`config.mk`:
```
export PLATFORM = sky130hd
export DESIGN_NAME = gmii_rx_parser
export DESIGN_NICKNAME = d
export VERILOG_FILES = /design/src/rtl/gmii_rx_parser.sv
export SDC_FILE = /design/constraint.sdc
export NUM_CORES = 1
export LEC_CHECK = 0
export BUFFER_PORTS_ARGS = -buffer_cell sky130_fd_sc_hd__buf_4
export CORE_UTILIZATION = 50
export DETAILED_ROUTE_END_ITERATION = 8
export MAX_ROUTING_LAYER = met4
export PLACE_DENSITY = 0.74
export SYNTH_ARGS = -nofsm -noshare
export SYNTH_HDL_FRONTEND = slang
export SYNTH_SLANG_ARGS = --single-unit
```
`constraint.sdc`:
```
create_clock -name rx_clk -period 3.8 [get_ports rx_clk]
set_input_delay 0.38 -clock rx_clk [delete_from_list [all_inputs] [get_ports rx_clk]]
set_output_delay 0.38 -clock rx_clk [all_outputs]
set_load 0.02 [all_outputs]
```
`src/rtl/gmii_rx_parser.sv`:
```
// GMII receive parser: strips preamble/SFD, validates Eth/IPv4/UDP headers and FCS,
// and splits the UDP payload into video pixel-pair writes and aux byte writes.
module gmii_rx_parser #(
  parameter logic [47:0] MY_MAC    = 48'h002345678902,
  parameter logic [15:0] UDP_DPORT = 16'h3039,
  parameter logic [10:0] PIX_BYTES = 11'd1280
) (
  input  logic        rx_clk,
  input  logic        sys_rst,
  input  logic        rx_dv,
  input  logic        rx_er,
  input  logic [7:0]  rxd,
  output logic        pix_we,
  output logic [15:0] pix_data,
  output logic [9:0]  pix_x,
  output logic [11:0] line_num,
  output logic        aux_we,
  output logic [7:0]  aux_data,
  output logic        frame_end,
  output logic        frame_ok,
  output logic [15:0] err_cnt
);

  typedef enum logic [3:0] {IDLE, PRE, HDR, PID, LINE, VIDEO, AUX, DONE, DROP} state_t;

  localparam int unsigned HDR_LAST    = 41;
  localparam logic [31:0] CRC_POLY_R  = 32'hEDB88320;
  // Residue in MSB-first form; the register runs LSB-first, so it is compared bit-reversed.
  localparam logic [31:0] CRC_RESIDUE = 32'hC704DD7B;

  state_t          state_q;
  logic [3:0][7:0] dly_q;
  logic [3:0]      vld_q;
  logic [31:0]     crc_q, crc_d, crc_rev_c;
  logic            crc_en_q;
  logic            arm_q, sfd_seen_q, surplus_q;
  logic [5:0]      idx_q;
  logic [7:0]      line_lo_q, y_q;
  logic [10:0]     vcnt_q;
  logic            pix_we_q, aux_we_q, frame_end_q, frame_ok_q;
  logic [15:0]     pix_data_q, err_cnt_q;
  logic [9:0]      pix_x_q;
  logic [11:0]     line_num_q;
  logic [7:0]      aux_data_q;
  logic [7:0]      pb_c;
  logic            pvld_c, crc_good_c, in_frame_c, ok_c;

  // One byte of reflected CRC-32.
  function automatic logic [31:0] crc_step(input logic [31:0] c, input logic [7:0] d);
    logic [31:0] r;
    r = c;
    for (int i = 0; i < 8; i++) begin
      r = (r[0] ^ d[i]) ? ((r >> 1) ^ CRC_POLY_R) : (r >> 1);
    end
    return r;
  endfunction

  // Header byte check at a given index; unchecked positions always pass.
  function automatic logic hdr_byte_ok(input logic [5:0] idx, input logic [7:0] b);
    case (idx)
      6'd0:    return b == MY_MAC[47:40];
      6'd1:    return b == MY_MAC[39:32];
      6'd2:    return b == MY_MAC[31:24];
      6'd3:    return b == MY_MAC[23:16];
      6'd4:    return b == MY_MAC[15:8];
      6'd5:    return b == MY_MAC[7:0];
      6'd12:   return b == 8'h08;
      6'd13:   return b == 8'h00;
      6'd23:   return b == 8'h11;
      6'd36:   return b == UDP_DPORT[15:8];
      6'd37:   return b == UDP_DPORT[7:0];
      default: return 1'b1;
    endcase
  endfunction

  // Parser input: byte leaving stage 4, valid only while the frame is still live.
  always_comb begin
    pb_c   = dly_q[3];
    pvld_c = vld_q[3] & rx_dv;
    crc_d  = crc_step(crc_q, rxd);
    crc_rev_c = '0;
    for (int i = 0; i < 32; i++) crc_rev_c[i] = crc_q[31-i];
    crc_good_c = (crc_rev_c == CRC_RESIDUE);
    in_frame_c = (state_q inside {HDR, PID, LINE, VIDEO, AUX, DONE}) ||
                 ((state_q == DROP) && sfd_seen_q);
    ok_c = crc_good_c && ((state_q == AUX) || ((state_q == DONE) && !surplus_q));
  end

  // 4-stage byte delay with per-stage valid; a gap in rx_dv flushes the valids.
  always_ff @(posedge rx_clk) begin
    if (sys_rst) begin
      dly_q <= '0;
      vld_q <= '0;
    end else begin
      dly_q <= {dly_q[2:0], rxd};
      vld_q <= rx_dv ? {vld_q[2:0], 1'b1} : 4'b0000;
    end
  end

  // CRC over live rxd from the byte after SFD through FCS.
  always_ff @(posedge rx_clk) begin
    if (sys_rst) begin
      crc_q    <= 32'hFFFFFFFF;
      crc_en_q <= 1'b0;
    end else if (!rx_dv) begin
      crc_en_q <= 1'b0;
    end else if (!crc_en_q) begin
      if (arm_q && (rxd == 8'hD5)) begin
        crc_en_q <= 1'b1;
        crc_q    <= 32'hFFFFFFFF;
      end
    end else begin
      crc_q <= crc_d;
    end
  end

  // Frame parser FSM with registered write strobes and frame status.
  always_ff @(posedge rx_clk) begin
    if (sys_rst) begin
      state_q     <= IDLE;
      arm_q       <= 1'b0;
      sfd_seen_q  <= 1'b0;
      surplus_q   <= 1'b0;
      idx_q       <= '0;
      line_lo_q   <= '0;
      y_q         <= '0;
      vcnt_q      <= '0;
      pix_we_q    <= 1'b0;
      pix_data_q  <= '0;
      pix_x_q     <= '0;
      line_num_q  <= '0;
      aux_we_q    <= 1'b0;
      aux_data_q  <= '0;
      frame_end_q <= 1'b0;
      frame_ok_q  <= 1'b0;
      err_cnt_q   <= '0;
    end else begin
      pix_we_q    <= 1'b0;
      aux_we_q    <= 1'b0;
      frame_end_q <= 1'b0;
      if (!rx_dv) begin
        // Arm only after rx_dv has been seen low, so a frame cut by reset is skipped.
        arm_q <= 1'b1;
        if (in_frame_c) begin
          frame_end_q <= 1'b1;
          frame_ok_q  <= ok_c;
          if (!ok_c && (err_cnt_q != 16'hFFFF)) err_cnt_q <= err_cnt_q + 16'd1;
        end
        state_q    <= IDLE;
        sfd_seen_q <= 1'b0;
      end else if (rx_er && ((state_q != IDLE) || arm_q)) begin
        state_q <= DROP;
      end else begin
        case (state_q)
          IDLE: if (arm_q) state_q <= PRE;
          PRE: if (pvld_c) begin
            if (pb_c == 8'hD5) begin
              state_q    <= HDR;
              idx_q      <= '0;
              sfd_seen_q <= 1'b1;
              surplus_q  <= 1'b0;
            end else if (pb_c != 8'h55) begin
              state_q <= DROP;
            end
          end
          HDR: if (pvld_c) begin
            if (!hdr_byte_ok(idx_q, pb_c))   state_q <= DROP;
            else if (idx_q == 6'(HDR_LAST))  state_q <= PID;
            else                             idx_q   <= idx_q + 6'd1;
          end
          PID: if (pvld_c) begin
            idx_q <= '0;
            if (pb_c == 8'h00)      state_q <= LINE;
            else if (pb_c == 8'h01) state_q <= AUX;
            else                    state_q <= DROP;
          end
          LINE: if (pvld_c) begin
            if (!idx_q[0]) begin
              line_lo_q <= pb_c;
              idx_q     <= 6'd1;
            end else begin
              line_num_q <= {pb_c[3:0], line_lo_q};
              vcnt_q     <= '0;
              state_q    <= VIDEO;
            end
          end
          VIDEO: if (pvld_c) begin
            if (!vcnt_q[0]) begin
              y_q <= pb_c;
            end else begin
              pix_we_q   <= 1'b1;
              pix_data_q <= {y_q, pb_c};
              pix_x_q    <= vcnt_q[10:1];
            end
            vcnt_q <= vcnt_q + 11'd1;
            if (vcnt_q == (PIX_BYTES - 11'd1)) state_q <= DONE;
          end
          AUX: if (pvld_c) begin
            aux_we_q   <= 1'b1;
            aux_data_q <= pb_c;
          end
          DONE: if (pvld_c) surplus_q <= 1'b1;
          DROP: ;
          default: state_q <= IDLE;
        endcase
      end
    end
  end

  assign pix_we    = pix_we_q;
  assign pix_data  = pix_data_q;
  assign pix_x     = pix_x_q;
  assign line_num  = line_num_q;
  assign aux_we    = aux_we_q;
  assign aux_data  = aux_data_q;
  assign frame_end = frame_end_q;
  assign frame_ok  = frame_ok_q;
  assign err_cnt   = err_cnt_q;

endmodule

```
==> run_results.csv <==
group,metric,value,unit
clock_network,postCtsSetupBuffers,0,
clock_network,numClockSinks,175,
yosys,synthCells,870,
global_route,grt_max_degree,58,
global_route,grt_pass1_wl,27600,µm
global_route,antenna_found_initial,0,
detailed_routing,drt_first_pass_iters,5,
status,status,"finished clean",
timing,tightest_slew,1.11,ns
timing,min_period,3.31,ns
yosys,yosys.area_share.adder,0.00971,
clock_network,cts_tree,"yes",
global_route,grt_usage,0.223,
yosys,synth_compound_area_frac,0.113,
detailed_routing,drt-total-wl,16500,µm
die,start_util,0.511,
die,core-area,15100,µm²
power,p_total,3.79,mW
die,dieArea,16000,µm²
critical_path,critical_path_class,"reg2reg",
final_layout,final_common_cell,"dfxtp_1",
yosys,ys_seq_elements,175,
critical_path,cp-start-kind,"flip-flop",
yosys,synthSimpleGateAreaFrac,0.241,
final_layout,n_antenna_cell,0,
placement,hpwl,11200,µm
yosys,synth_edf_count,0,
clock_network,root_buffer,"clkbuf_16",
clock_network,clock_path_buffers,2,
die,row_count,45,
yosys,syn_area_per_cell,8.89,µm²
critical_path,cp-end-kind,"flip-flop",
placement,io_buffers,77,
timing,max_freq,302,MHz
run,drv_cap,0,
clock_network,ctsHtreeMaxLevel,4,
power,leakagePower,3.29,nW
detailed_routing,post_drt_wl_per_cell,14.7,µm
yosys,netlist_area,7730,µm²
clock_network,insertion_delay,0.43,ns
placement,gp_congestion,0.929,
global_route,grt_overflow,0,
detailed_routing,routed_via_density,5.43,
yosys,synth-xor-area-share,0.108,
min_path,hold_class,"in2reg",
final_layout,layout.nets,941,
yosys,yosysUniqueCellTypes,68,
critical_path,crit_required,4.15,ns
detailed_routing,drtIter0Drc,440,
final_layout,fill_cells,1368,
die,io_pins,78,
timing,skew,0.00881,ns
timing,slew_violations,0,
yosys,syn_nets,888,
detailed_routing,vias,6092,
yosys,ys_async_sr_fraction,0,
clock_network,cts_resized,0,
final_layout,syn_to_final_growth,15.6,%
global_route,first_global_vias,5510,
yosys,synth_top_flop_cell,"dfxtp_1",
final_layout,final_cell_mix,"dfxtp_1 (175), nand2_1 (104), buf_4 (88)",
timing,timing_hold_violations_final,0,
detailed_routing,postRouteAntennaNets,0,
detailed_routing,drc_errors,0,
final_layout,drive_gt1_frac,0.151,
timing,setup-tns-final,0,ns
power,p_per_area,424,nW/µm²
yosys,synth.yosys.seq_area_share,0.453,
timing,fin_crit_sh,0.872,
die,die_y,126,µm
yosys,synth_top_family_by_area,"simple AND/OR/NAND/NOR gates",
timing,slew_headroom,0.261,
clock_network,cts.clk_slew.worst_paths,0.07,ns
timing,hold_ws,0.192,ns
timing,rsz0062_at_grt,"no",
clock_network,cts_hold_buf,0,
yosys,yosys_warnings,0,
critical_path,worstPathMaxFanout,12,
critical_path,critical_path_arrival,3.66,ns
die,dieWidth,126,µm
yosys,yosys-mux-area-fraction,0.0377,
clock_network,numCtsBuffers,17,
timing,setup_viol,0,
power,peakVddDrop,0.297,mV
final_layout,fin_util,0.590,
[layer usage]
metal | share of wire | routed length (µm) | vias to the layer above | track usage
li1 | - | - | 3082 | -
met1 | 0.47 | 7800 | 2823 | 0.291
met2 | 0.46 | 7650 | 158 | 0.335
met3 | 0.043 | 709 | 29 | 0.0456
met4 | 0.023 | 388 | 0 | 0.101
met5 | 0 | 0 | - | -
[metrics by stage]
step | cell area (µm²) | instances | setup slack (ns)
floorplan | 7730 | 870 | 0.843
global placement | 8380 | 1092 | 0.605
detailed placement | 8380 | 1092 | 0.534
CTS | 8930 | 1122 | 0.520
global route | 8930 | 1122 | 0.368
finish | 8930 | 1122 | 0.485
[logic make-up after synthesis]
kind of cell | Yosys count
buf+inv | 67
xor+xnor | 95
simple gates | 362
mux | 29
compound gates | 136
fa+ha+maj | 6
flops | 175
[layout make-up]
type	instances	area, µm²	share of cell area
Timing Repair Buffer	88	661	0.0739
Sequential cell	175	3500	0.392
Clock buffer	19	443	0.0496
Inverter	13	48.8	0.00546
Multi-Input combinational cell	628	3940	0.440
Tap cell	188	235	0.0263
Clock inverter	11	109	0.0122
[cell usage after synthesis, drive strengths merged (6+ instances only)]
cell	count	area, µm²
nand2b	39	246
o21ai	20	104
and2	6	37.5
nand3	29	145
a21oi	55	275
buf	6	33.8
nor2b	34	213
clkbuf	48	211
nand2	104	390
nor3	15	80.1
xor2	38	333
dfxtp	175	3500
nor4	6	43.8
xnor2	57	499
nor2	72	270
and3	9	61.3
inv	13	48.8
mux2i	28	280
o22ai	22	138
nand4	14	87.6
ha	6	75.1
[registers in the layout (all words and copies together) (netlist names), 4 cells and up]
| signal | cells |
|---|---|
| aux_data | 8 |
| line_num | 12 |
| err_cnt | 16 |
| idx_q | 6 |
| dly_q | 24 |
| pix_x | 10 |
| vld_q | 4 |
| pb_c | 8 |
| y_q | 8 |
| line_lo_q | 8 |
| vcnt_q | 11 |
| pix_data | 16 |
| crc_q | 32 |
| state_q | 4 |
[final timing paths]
| kind | start | to | slack, ns | cells after the start |
|---|---|---|---|---|
| setup / recovery | idx_q[0]$_SDFFE_PP0P_ | idx_q[2]$_SDFFE_PP0P_ | 0.49 | 10 |
| hold / removal | rxd[7] | dly_q[7]$_SDFF_PP0_ | 0.19 | 2 |
| setup reg to reg | idx_q[0]$_SDFFE_PP0P_ | idx_q[2]$_SDFFE_PP0P_ | 0.49 | 10 |
| hold reg to reg | vld_q[2]$_SDFF_PP0_ | vld_q[3]$_SDFF_PP0_ | 0.43 | 1 |
[where the power goes]
group,leakage (nW),internal [mW],switching [mW]
Clock,0.270,0.921,0.722
Combinational,1.60,0.120,0.161
Sequential,1.42,1.85,0.0181
[worst max-delay path, cell delays in order, from the launching register on]
cell and delay, ns:
dfxtp_1 0.37, inv_1 0.22, ha_1 0.38, nand2b_2 0.10
and2_1 0.18, or4_1 0.49, a22o_1 0.24, a2111oi_4 0.37
a21boi_2 0.21, or4_1 0.53, a31oi_1 0.16
Power figures use the tool's default switching activity.
